==> config.mk <==
export PLATFORM = sky130hd
export DESIGN_NAME = video_effects_stream_ctrl
export DESIGN_NICKNAME = d
export VERILOG_FILES = /design/src/rtl/video_effects_stream_ctrl.sv
export SDC_FILE = /design/constraint.sdc
export NUM_CORES = 1
export LEC_CHECK = 0
export ABC_AREA = 0
export BUFFER_PORTS_ARGS = -buffer_cell sky130_fd_sc_hd__buf_4
export CORE_ASPECT_RATIO = 0.8
export CORE_MARGIN = 1
export CORE_UTILIZATION = 50
export CTS_CLUSTER_SIZE = 16
export DETAILED_ROUTE_END_ITERATION = 8
export GPL_ROUTABILITY_DRIVEN = 0
export PLACE_DENSITY = 0.79
export SLEW_MARGIN = 40
export SYNTH_ARGS = -nofsm -noshare
export SYNTH_HDL_FRONTEND = slang
export SYNTH_SLANG_ARGS = --single-unit
==> constraint.sdc <==
create_clock -name clk -period 4.4 [get_ports clk]
set_input_delay 0.88 -clock clk [delete_from_list [all_inputs] [get_ports clk]]
set_output_delay 0.88 -clock clk [all_outputs]
set_load 0.02 [all_outputs]
==> src/rtl/video_effects_stream_ctrl.sv <==
// Avalon-ST wrapper around the video_effects core: sideband realignment, output FIFO, stats.
// Define VIDEO_FX_FRAME_LOCK_EN to freeze effect configuration per frame at SOP.
module video_effects_stream_ctrl #(
  parameter int FIFO_DEPTH   = 4,
  parameter int FRAME_PIXELS = 76800
) (
  input  logic        clk,
  input  logic        reset,
  input  logic [15:0] in_data,
  input  logic        in_startofpacket,
  input  logic        in_endofpacket,
  input  logic        in_valid,
  output logic        in_ready,
  output logic [15:0] out_data,
  output logic        out_startofpacket,
  output logic        out_endofpacket,
  output logic        out_valid,
  input  logic        out_ready,
  input  logic [4:0]  cfg_effect,
  input  logic [1:0]  cfg_delete_rgb,
  input  logic [1:0]  cfg_quantif_level,
  input  logic [15:0] cfg_color_key,
  input  logic [15:0] cfg_color_key_threshold,
  input  logic [15:0] cfg_color_substitute,
  output logic [4:0]  fx_effect,
  output logic [1:0]  fx_effect_delete_rgb,
  output logic [1:0]  fx_effect_quantif_level,
  output logic [15:0] fx_effect_color_key,
  output logic [15:0] fx_effect_color_key_threshold,
  output logic [15:0] fx_effect_color_substitute,
  output logic [15:0] fx_video_data_in,
  input  logic [15:0] fx_video_data_out,
  output logic [15:0] frame_count,
  output logic        err_len,
  output logic        err_sop,
  input  logic        status_clear
);

  localparam int AW = $clog2(FIFO_DEPTH);
  localparam int CW = AW + 1;
  localparam logic [CW:0] DEPTH_W = (CW+1)'(FIFO_DEPTH);
  localparam logic [16:0] FP_W = 17'(FRAME_PIXELS);

  typedef enum logic {IDLE, IN_FRAME} state_t;

  logic acc;
  logic pend_q, sop_q, eop_q;
  logic [17:0]   mem_q [FIFO_DEPTH];
  logic [AW-1:0] wr_ptr_q, rd_ptr_q;
  logic [CW-1:0] cnt_q;
  logic [CW:0]   occ;
  logic push, pop;
  logic [17:0]   head;

  state_t state_q, state_d;
  logic [16:0] pix_q, pix_d, pix_inc;
  logic [15:0] fcnt_q, fcnt_d;
  logic        elen_q, elen_d;
  logic        esop_q, esop_d;
  logic        frame_end, len_bad;

  // Ready looks only at registered occupancy, counting the beat inside the core.
  assign occ      = {1'b0, cnt_q} + {{CW{1'b0}}, pend_q};
  assign in_ready = occ < DEPTH_W;
  assign acc      = in_valid & in_ready;

  assign fx_video_data_in = in_data;

  assign push = pend_q;
  assign pop  = out_valid & out_ready;
  assign head = mem_q[rd_ptr_q];

  assign out_valid         = cnt_q != '0;
  assign out_startofpacket = head[17];
  assign out_endofpacket   = head[16];
  assign out_data          = head[15:0];

  always_ff @(posedge clk or negedge reset) begin
    if (!reset) begin
      pend_q <= 1'b0;
      sop_q  <= 1'b0;
      eop_q  <= 1'b0;
    end else begin
      pend_q <= acc;
      if (acc) begin
        sop_q <= in_startofpacket;
        eop_q <= in_endofpacket;
      end
    end
  end

  always_ff @(posedge clk or negedge reset) begin
    if (!reset) begin
      for (int i = 0; i < FIFO_DEPTH; i++) mem_q[i] <= '0;
      wr_ptr_q <= '0;
      rd_ptr_q <= '0;
      cnt_q    <= '0;
    end else begin
      if (push) begin
        mem_q[wr_ptr_q] <= {sop_q, eop_q, fx_video_data_out};
        wr_ptr_q        <= wr_ptr_q + AW'(1);
      end
      if (pop) rd_ptr_q <= rd_ptr_q + AW'(1);
      if (push && !pop)      cnt_q <= cnt_q + CW'(1);
      else if (pop && !push) cnt_q <= cnt_q - CW'(1);
    end
  end

  always_ff @(posedge clk or negedge reset) begin
    if (!reset) begin
      state_q <= IDLE;
      pix_q   <= '0;
      fcnt_q  <= '0;
      elen_q  <= 1'b0;
      esop_q  <= 1'b0;
    end else begin
      state_q <= state_d;
      pix_q   <= pix_d;
      fcnt_q  <= fcnt_d;
      elen_q  <= elen_d;
      esop_q  <= esop_d;
    end
  end

  always_comb begin
    state_d   = state_q;
    pix_d     = pix_q;
    fcnt_d    = fcnt_q;
    elen_d    = elen_q;
    esop_d    = esop_q;
    frame_end = 1'b0;
    len_bad   = 1'b0;
    pix_inc   = (pix_q == '1) ? pix_q : pix_q + 17'd1;
    if (acc) begin
      if (in_startofpacket) begin
        if (state_q == IN_FRAME) esop_d = 1'b1;
        pix_d   = 17'd1;
        state_d = IN_FRAME;
        if (in_endofpacket) begin
          frame_end = 1'b1;
          len_bad   = FP_W != 17'd1;
        end
      end else if (state_q == IN_FRAME) begin
        pix_d = pix_inc;
        if (in_endofpacket) begin
          frame_end = 1'b1;
          len_bad   = pix_inc != FP_W;
        end
      end
    end
    if (frame_end) begin
      fcnt_d  = fcnt_q + 16'd1;
      state_d = IDLE;
      if (len_bad) elen_d = 1'b1;
    end
    if (status_clear) begin
      fcnt_d = '0;
      elen_d = 1'b0;
      esop_d = 1'b0;
    end
  end

  assign frame_count = fcnt_q;
  assign err_len     = elen_q;
  assign err_sop     = esop_q;

`ifdef VIDEO_FX_FRAME_LOCK_EN
  logic        lock;
  logic [4:0]  sh_eff_q;
  logic [1:0]  sh_del_q, sh_qnt_q;
  logic [15:0] sh_key_q, sh_thr_q, sh_sub_q;

  assign lock = acc & in_startofpacket;

  always_ff @(posedge clk or negedge reset) begin
    if (!reset) begin
      sh_eff_q <= '0;
      sh_del_q <= '0;
      sh_qnt_q <= '0;
      sh_key_q <= '0;
      sh_thr_q <= '0;
      sh_sub_q <= '0;
    end else if (lock) begin
      sh_eff_q <= cfg_effect;
      sh_del_q <= cfg_delete_rgb;
      sh_qnt_q <= cfg_quantif_level;
      sh_key_q <= cfg_color_key;
      sh_thr_q <= cfg_color_key_threshold;
      sh_sub_q <= cfg_color_substitute;
    end
  end

  // SOP pixel sees the new settings in the same cycle they are captured.
  assign fx_effect                     = lock ? cfg_effect : sh_eff_q;
  assign fx_effect_delete_rgb          = lock ? cfg_delete_rgb : sh_del_q;
  assign fx_effect_quantif_level       = lock ? cfg_quantif_level : sh_qnt_q;
  assign fx_effect_color_key           = lock ? cfg_color_key : sh_key_q;
  assign fx_effect_color_key_threshold = lock ? cfg_color_key_threshold : sh_thr_q;
  assign fx_effect_color_substitute    = lock ? cfg_color_substitute : sh_sub_q;
`else
  assign fx_effect                     = cfg_effect;
  assign fx_effect_delete_rgb          = cfg_delete_rgb;
  assign fx_effect_quantif_level       = cfg_quantif_level;
  assign fx_effect_color_key           = cfg_color_key;
  assign fx_effect_color_key_threshold = cfg_color_key_threshold;
  assign fx_effect_color_substitute    = cfg_color_substitute;
`endif

endmodule

==> results.py, run 1 <==
metrics = {
    "outcome": {
        "status": "complete, no violations",
    },
    "global_routing": {
        "grt_use_met3_pct": 6.49,
        "grt_pass1_vias": 3999,
        "antenna_found_initial": 0,
        "grt_max_degree": 55,
        "grt_pass1_wl_mm": 21.3,
        "use_met1_pct": 26.6,
        "grt_busiest_layer": "met2",
        "met2_usage_pct": 35.8,
        "grt_overflow_total": 0,
        "grt_usage_pct": 21.8,
    },
    "placement": {
        "port_buffers": 60,
        "dp_cells": 665,
        "hpwl_mm": 8.76,
        "post-place-ws_ns": 1.75,
        "placed_cell_area_mm2": 0.00628,
    },
    "clock_network": {
        "worstSkewPairLatency_ns": 0.41,
        "cts_buffer_depth": 2,
        "cts-buffers-inserted": 17,
        "clock_sinks": 118,
        "postCtsHoldBufs": 0,
        "cts_setup_buffers": 0,
        "cts_tree": "yes",
        "htree_levels": 4,
        "root_buffer": "clkbuf_16",
        "clkTransAtPathRegs_ns": 0.05,
        "cts_resized": 0,
    },
    "pwr": {
        "irDropWorstVdd_uv": 298,
        "total_power_mw": 4.91,
        "power.density_mw_per_mm2": 712,
        "p_leak_nw": 2.97,
    },
    "timing": {
        "worst_pin_slew_ns": 0.851,
        "rsz0062_at_grt": "no",
        "slew-limit-headroom_pct": 43.1,
        "fin_crit_sh_pct": 69.5,
        "setup_tns_ns": 0,
        "hold_violations": 0,
        "setup_viol": 0,
        "fin_worst_skew_ns": 0.00829,
        "fmax_ghz": 0.327,
        "period_needed_ns": 3.06,
        "setup_ws_ns": 1.34,
        "drv_slew": 0,
        "timing.hold.ws_ns": 0.441,
    },
    "die": {
        "die_h_um": 102,
        "die-area_mm2": 0.0130,
        "initial_core_util_pct": 51.3,
        "core_area_mm2": 0.0122,
        "die_w_um": 127,
        "num_io_pins": 207,
        "num_rows": 36,
    },
    "synthesis": {
        "synth_area_leaders": "dfrtp_1, mux2_2, buf_4",
        "synth.distinct_cells": 55,
        "ys_warn_count": 0,
        "synth_enable_flop_cells": 0,
        "synth.top_cells.by_count": "dfrtp_1, buf_4, mux2_2",
        "synth_area_leader_cell": "dfrtp_1",
        "synth_top_flop_cell": "dfrtp_1",
        "synth_most_common_cell": "dfrtp_1",
        "async_flop_share_pct": 100,
        "synthCells": 529,
        "syn_area_mm2": 0.00626,
        "ys_seq_area_share_pct": 47.2,
        "avgSynthCellArea_um2": 11.8,
        "synth_top_area_share_pct": 47.2,
        "syn_nets": 633,
        "synth-seq-cells": 118,
    },
    "detailed_routing": {
        "drt_iter0_markers": 250,
        "via_per_inst": 5.83,
        "wire_per_inst_um": 19.1,
        "detail-route-antenna-nets": 0,
        "drtPass1Iterations": 4,
        "vias": 4055,
        "post-route-drc-count": 0,
        "routed_wl_mm": 13.3,
    },
    "finish": {
        "fin_util_pct": 56.4,
        "syn2layout_area_growth_pct": 10.0,
        "final-instance-count-excl-fill": 695,
        "final_cell_area_mm2": 0.00689,
        "antenna_cells": 0,
        "drive_above_1_share_pct": 37.8,
        "layout.nets": 617,
    },
    "critical_path": {
        "critPathKind": "reg2out",
        "reg2reg_depth": 7,
        "critical_path.startpoint_type": "flop",
        "crit_arrival_ns": 2.18,
        "endpoint_kind": "output pin",
        "crit_required_ns": 3.52,
        "r2r_slack_ns": 2.04,
        "crit_fanout": 12,
    },
    "worst_hold_path": {
        "holdCritPathClass": "in2async",
    },
    "flow_run": {
        "drv_cap": 0,
    },
}
-- power by group --
| group | leakage, nW | switching, mW | internal (mW) | total, mW |
|---|---|---|---|---|
| registers | 1.46 | 0.340 | 1.49 | 1.84 |
| clock network | 0.288 | 0.475 | 0.927 | 1.40 |
| logic | 1.23 | 0.736 | 0.932 | 1.67 |
-- flip-flops by register name, indices dropped and copies added (netlist names), 2 cells and up --
register     cells
mem_q           72
wr_ptr_q         2
pix_q           17
cnt_q            3
rd_ptr_q         2
frame_count     16
-- critical path, cell delays in order, from the launching register on --
cell     delay [ns]
dfrtp_1        0.66
buf_4          0.36
mux4_2         0.57
buf_4          0.18
-- path summary, 6_finish.rpt --
| check | start | end |
|---|---|---|
| max | rd_ptr_q[0]$_DFFE_PN0P_ | out_data[6] |
| max reg2reg | pix_q[0]$_DFFE_PN0P_ | pix_q[3]$_DFFE_PN0P_ |
| max in group asynchronous | reset | rd_ptr_q[1]$_DFFE_PN0P_ |
| min | reset | mem_q[54]$_DFFE_PN0P_ |
| min reg2reg | mem_q[31]$_DFFE_PN0P_ | mem_q[31]$_DFFE_PN0P_ |
| min in group clk | mem_q[31]$_DFFE_PN0P_ | mem_q[31]$_DFFE_PN0P_ |
-- placed cells by master, fill, tap and decap left out, types with 3 or more instances in the layout --
cell / synthesis / final
and4_1: 5 / 5
xnor2_1: 8 / 8
a21oi_1: 18 / 18
nand4_1: 10 / 10
clkbuf_8: 0 / 3
and2_1: 3 / 3
nand2_2: 0 / 4
or3_1: 3 / 3
buf_4: 74 / 63
a31oi_1: 6 / 6
and3_1: 6 / 6
nor2_1: 27 / 27
xor2_1: 15 / 15
bufinv_16: 0 / 3
inv_1: 7 / 7
nand3_1: 18 / 18
nor3_1: 3 / 3
o21ai_0: 22 / 22
ha_1: 7 / 7
mux2_2: 74 / 74
dfrtp_1: 118 / 117
clkbuf_16: 0 / 17
nand2_1: 28 / 24
mux4_2: 18 / 18
-- metal layers --
metal  up-vias  wire length [um]  part of all wire, %
li1       1803                 -                    -
met1      2052              5590                   42
met2       149              6440                   48
met3        51               840                  6.3
met4         0               420                  3.2
met5         -                 0                    0
-- kinds of logic (layout without fill, tap and decap cells) --
kind of cell,Yosys count,after routing,synth area share (%)
xor+xnor,23,23,3.22
buf+inv,105,100,11.1
compound gates,71,71,7.71
fa+ha+maj,8,8,1.72
simple gates,111,111,9.13
mux,93,93,19.9
flops,118,118,47.2
-- final cells by class --
class	count	area, um^2
clock buffers	22	474
well taps	171	214
flip-flops and latches	118	2950
repair buffers	63	473
inverters	7	26.3
clock inverters	8	124
multi-input cells	306	2620
fillers	984	5320
Note: power is estimated with default switching activity, not from simulation.
==> run 2, diff against run 1 <==
--- a/config.mk
+++ b/config.mk
@@ -9,11 +9,11 @@
 export BUFFER_PORTS_ARGS = -buffer_cell sky130_fd_sc_hd__buf_4
 export CORE_ASPECT_RATIO = 0.8
 export CORE_MARGIN = 1
-export CORE_UTILIZATION = 50
+export CORE_UTILIZATION = 46
 export CTS_CLUSTER_SIZE = 16
 export DETAILED_ROUTE_END_ITERATION = 8
 export GPL_ROUTABILITY_DRIVEN = 0
-export PLACE_DENSITY = 0.79
+export PLACE_DENSITY = 0.77
 export SLEW_MARGIN = 40
 export SYNTH_ARGS = -nofsm -noshare
 export SYNTH_HDL_FRONTEND = slang
==> constraint.sdc (replaced) <==
create_clock -name clk -period 2.6 [get_ports clk]
set_input_delay 0.52 -clock clk [delete_from_list [all_inputs] [get_ports clk]]
set_output_delay 0.52 -clock clk [all_outputs]
set_load 0.02 [all_outputs]
==> results.py, run 2 (same netlist as run 1, synthesis figures left out) <==
metrics = {
    "critical_path": {
        "crit_chain": "buf_4, mux4_2, buf_4",
        "reg2reg_depth": 7,
        "r2r_slack_ns": 0.38,
        "cp_common_cell": "buf_4",
        "crit_arrival_ns": 1.81,
        "critical_path.startpoint_type": "flop",
        "worst_path_max_delay_cell": "dfrtp_1",
        "reg2reg_to": "pix_q[3]$_DFFE_PN0P_",
        "crit_required_ns": 2.08,
        "endpoint_kind": "output pin",
        "critPathKind": "reg2out",
        "reg2reg_from": "pix_q[0]$_DFFE_PN0P_",
        "crit_fanout": 13,
        "cp_slowest_stage_delay_ns": 0.54,
    },
    "clock_network": {
        "cts_tree": "yes",
        "cts_buffer_depth": 2,
        "postCtsHoldBufs": 0,
        "cts_resized": 0,
        "root_buffer": "clkbuf_16",
        "clock_sinks": 118,
        "worstSkewPairLatency_ns": 0.41,
        "clkTransAtPathRegs_ns": 0.05,
        "cts_setup_buffers": 0,
        "cts-buffers-inserted": 17,
        "htree_levels": 4,
    },
    "timing": {
        "period_needed_ns": 2.33,
        "setup_ws_ns": 0.266,
        "worst_pin_slew_ns": 0.695,
        "timing.hold.ws_ns": 0.112,
        "hold_violations": 0,
        "fin_crit_sh_pct": 89.8,
        "fmax_ghz": 0.429,
        "setup_tns_ns": 0,
        "rsz0062_at_grt": "no",
        "setup_viol": 0,
        "slew-limit-headroom_pct": 53.7,
        "fin_worst_skew_ns": 0.0128,
        "drv_slew": 0,
    },
    "placement": {
        "hpwl_mm": 9.35,
        "dp_cells": 676,
        "port_buffers": 60,
        "post-place-ws_ns": 0.362,
    },
    "flow_run": {
        "drv_cap": 0,
    },
    "pwr": {
        "clkPwrFrac_pct": 28.7,
        "power.density_mw_per_mm2": 1200,
        "irDropWorstVdd_uv": 615,
        "net-switching-power_mw": 2.64,
        "power_frac_comb_pct": 35.5,
        "swShare_pct": 31.6,
        "p_leak_nw": 3.02,
        "power_frac_seq_pct": 35.8,
        "p_int_mw": 5.71,
    },
    "finish": {
        "largest_register_ff_count": 72,
        "drive_above_1_share_pct": 37.9,
        "layout_commonest_cell": "dfrtp_1",
        "syn2layout_area_growth_pct": 11.4,
        "antenna_cells": 0,
        "final-instance-count-excl-fill": 708,
        "regMostFlops": "mem_q",
        "layout.nets": 624,
        "fin_util_pct": 53.4,
        "final_cell_mix": "dfrtp_1, mux2_2, buf_4",
    },
    "die": {
        "initial_core_util_pct": 48.0,
        "die_w_um": 132,
        "core_area_mm2": 0.0131,
        "die-area_mm2": 0.0141,
        "num_io_pins": 207,
        "die_h_um": 106,
        "num_rows": 37,
    },
    "detailed_routing": {
        "drtPass1Iterations": 5,
        "vias": 4136,
        "wire_per_inst_um": 19.3,
        "drt_iter0_markers": 427,
        "detail-route-antenna-nets": 0,
        "via_per_inst": 5.84,
        "routed_wl_mm": 13.6,
        "post-route-drc-count": 0,
    },
    "global_routing": {
        "grt_usage_pct": 20.7,
        "grt_pass1_wl_mm": 22.2,
        "antenna_found_initial": 0,
        "grt_max_degree": 44,
        "grt_pass1_vias": 4189,
        "grt_overflow_total": 0,
    },
    "worst_hold_path": {
        "holdCritPathClass": "in2async",
    },
    "outcome": {
        "status": "complete, no violations",
    },
}
==> run 2: through the flow <==
stage	instance area, um^2	power (mW)
3_5_place_dp	6360	5.99
4_1_cts	6970	8.41
2_1_floorplan	6260	5.13
3_3_place_gp	6360	5.82
6_report	6980	8.34
5_1_grt	6980	8.77
==> run 2: layout make-up <==
class                      instances  area, um^2
timing repair buffer              70         551
inverter                           7        26.3
tap                              175         219
clock inverter                    10         146
clock buffer                      22         464
multi-input combinational        306        2620
sequential                       118        2950
fill                            1094        6080
==> run 2: power groups by stage <==
| stage | combinational, mW | clock, mW | sequential [mW] |
|---|---|---|---|
| floorplan | 2.30 | 0 | 2.83 |
| global placement | 2.89 | 0 | 2.93 |
| detailed placement | 2.98 | 0 | 3.01 |
| CTS | 3.00 | 2.42 | 2.99 |
| global route | 3.17 | 2.51 | 3.08 |
| finish | 2.96 | 2.39 | 2.99 |
==> run 2: worst max path at each step <==
stage	from	to	slack [ns]
2_1_floorplan	cnt_q[0]$_DFFE_PN0P_	cnt_q[2]$_DFFE_PN0P_	0.46
3_3_place_gp	pix_q[0]$_DFFE_PN0P_	pix_q[3]$_DFFE_PN0P_	0.52
3_5_place_dp	pix_q[0]$_DFFE_PN0P_	pix_q[2]$_DFFE_PN0P_	0.36
4_1_cts	pix_q[0]$_DFFE_PN0P_	pix_q[3]$_DFFE_PN0P_	0.23
5_1_grt	pix_q[0]$_DFFE_PN0P_	pix_q[0]$_DFFE_PN0P_	0.19
6_report	rd_ptr_q[1]$_DFFE_PN0P_	out_data[2]	0.27
==> run 2: worst max-delay path, delay by kind of cell (launching register included) <==
kind | cells | cell delay (ns)
mux | 1 | 0.36
flops | 1 | 0.54
buf+inv | 2 | 0.51
==> run 2: layer usage <==
metal / wire (um) / vias to the layer above / part of all wire [%] / GRT usage [%]
li1: - / 1802 / - / -
met1: 5460 / 2055 / 40 / 24.6
met2: 6510 / 209 / 48 / 32.7
met3: 1070 / 70 / 7.8 / 7.44
met4: 615 / 0 / 4.5 / 11.6
met5: 0 / - / 0 / 0
==> run 3, diff against run 2 <==
--- a/config.mk
+++ b/config.mk
@@ -14,6 +14,7 @@
 export DETAILED_ROUTE_END_ITERATION = 8
 export GPL_ROUTABILITY_DRIVEN = 0
 export PLACE_DENSITY = 0.77
+export SETUP_SLACK_MARGIN = 0.3
 export SLEW_MARGIN = 40
 export SYNTH_ARGS = -nofsm -noshare
 export SYNTH_HDL_FRONTEND = slang
==> results.py, run 3 (same netlist as run 1, synthesis figures left out) <==
metrics = {
    "outcome": {
        "status": "complete, no violations",
    },
    "detailed_routing": {
        "m1WireLength_mm": 5.46,
        "wl_met2_mm": 6.45,
        "highest_layer": "met4",
        "drt_iter0_markers": 428,
        "vias": 4134,
        "detail-route-antenna-nets": 0,
        "routed_wl_mm": 13.7,
        "dr_wl_met3_mm": 1.07,
        "via_per_inst": 5.84,
        "wire_per_inst_um": 19.3,
        "drtPass1Iterations": 5,
        "post-route-drc-count": 0,
    },
    "global_routing": {
        "grt_pass1_wl_mm": 22.2,
        "grt_overflow_total": 0,
        "grt_max_degree": 44,
        "antenna_found_initial": 0,
        "grt_usage_pct": 20.7,
        "grt_pass1_vias": 4193,
    },
    "critical_path": {
        "crit_arrival_ns": 1.73,
        "crit_fanout": 7,
        "endpoint_kind": "output pin",
        "critical_path.startpoint_type": "flop",
        "reg2reg_from": "pix_q[0]$_DFFE_PN0P_",
        "crit_required_ns": 2.08,
        "crit_path_start": "rd_ptr_q[0]$_DFFE_PN0P_",
        "critPathKind": "reg2out",
    },
    "pwr": {
        "irDropWorstVdd_uv": 616,
        "p_leak_nw": 3.02,
        "power.density_mw_per_mm2": 1200,
    },
    "clock_network": {
        "clock_sinks": 118,
        "cts_setup_buffers": 0,
        "htree_levels": 4,
        "worstSkewPairLatency_ns": 0.41,
        "root_buffer": "clkbuf_16",
        "cts_tree": "yes",
        "clkTransAtPathRegs_ns": 0.05,
        "cts_buffer_depth": 2,
        "cts-buffers-inserted": 17,
    },
    "timing": {
        "setup_viol": 0,
        "hold_violations": 0,
        "fmax_ghz": 0.445,
        "worst_pin_slew_ns": 0.683,
        "slew-limit-headroom_pct": 54.5,
        "timing.hold.ws_ns": 0.109,
        "drv_slew": 0,
        "setup_tns_ns": 0,
        "fin_crit_sh_pct": 86.4,
        "rsz0062_at_grt": "yes",
        "fin_worst_skew_ns": 0.0111,
        "period_needed_ns": 2.25,
    },
    "finish": {
        "final-instance-count-excl-fill": 708,
        "layout.nets": 624,
        "syn2layout_area_growth_pct": 11.8,
        "regMostFlops": "mem_q",
        "nFillCells": 1091,
        "layout_commonest_cell": "dfrtp_1",
        "antenna_cells": 0,
        "final_cell_mix": "dfrtp_1, mux2_2, buf_4",
        "largest_register_ff_count": 72,
        "drive_above_1_share_pct": 38.5,
        "fin_util_pct": 53.6,
    },
    "die": {
        "initial_core_util_pct": 48.0,
        "die-area_mm2": 0.0141,
        "die_w_um": 132,
        "num_rows": 37,
        "core_area_mm2": 0.0131,
        "die_h_um": 106,
        "num_io_pins": 207,
    },
    "flow_run": {
        "drv_cap": 0,
    },
    "placement": {
        "port_buffers": 60,
        "hpwl_mm": 9.35,
        "dp_cells": 676,
    },
    "worst_hold_path": {
        "holdCritPathClass": "in2async",
    },
}
==> run 3: cell counts in the layout (fill, tap and decap cells not counted) <==
Identical to the previous run, type by type.
==> run 3: final cells by class <==
cell class / count / area [um^2] / area share, %
clock buffers: 22 / 464 / 6.63
clock inverters: 10 / 146 / 2.09
inverters: 7 / 26.3 / 0.375
multi-input cells: 306 / 2630 / 37.5
flip-flops and latches: 118 / 2960 / 42.2
well taps: 175 / 219 / 3.13
repair buffers: 70 / 563 / 8.04
==> run 3: through the flow <==
step                total power, mW  setup WS (ns)  cell area [um^2]
floorplan                      5.13          0.463              6260
global placement               5.82          0.516              6360
detailed placement             5.99          0.362              6360
CTS                            8.42          0.319              6980
global route                   8.80          0.246              7000
finish                         8.38          0.353              7000
==> run 3: what timing repair did <==
| action | CTS | global route |
|---|---|---|
| resized for setup | 3 | 5 |
| cloned | 0 | 0 |
| endpoints found under the setup margin | 18 | 19 |
| hold buffers | 0 | 0 |
==> run 3: path summary, 6_finish.rpt <==
path,endpoint,slack [ns],cells past startpoint
worst min-delay path,mem_q[60]$_DFFE_PN0P_,0.11,1
max in group asynchronous,mem_q[22]$_DFFE_PN0P_,1.87,2
worst min register to register,mem_q[21]$_DFFE_PN0P_,0.50,1
worst max-delay path,out_endofpacket,0.35,3
worst max register to register,err_len$_DFFE_PN0P_,0.43,6
min in group clk,mem_q[30]$_DFFE_PN0P_,0.37,2
==> run 3: worst max-delay path, stage by stage (launching register included) <==
cell     delay, ns
dfrtp_1       0.40
buf_4         0.22
mux4_2        0.53
buf_4         0.17
==> run 3: metal layers <==
metal  vias to the layer above  global-route usage (%)
met5                         -                       0
met4                         0                    11.6
met3                        91                    7.15
met2                       219                    32.9
met1                      2023                    24.7
li1                       1801                       -
==> run 3: power breakdown <==
group          internal, mW  switching [mW]
Sequential             2.53           0.463
Combinational          1.64            1.35
Clock                  1.56           0.831
Total                  5.73            2.64
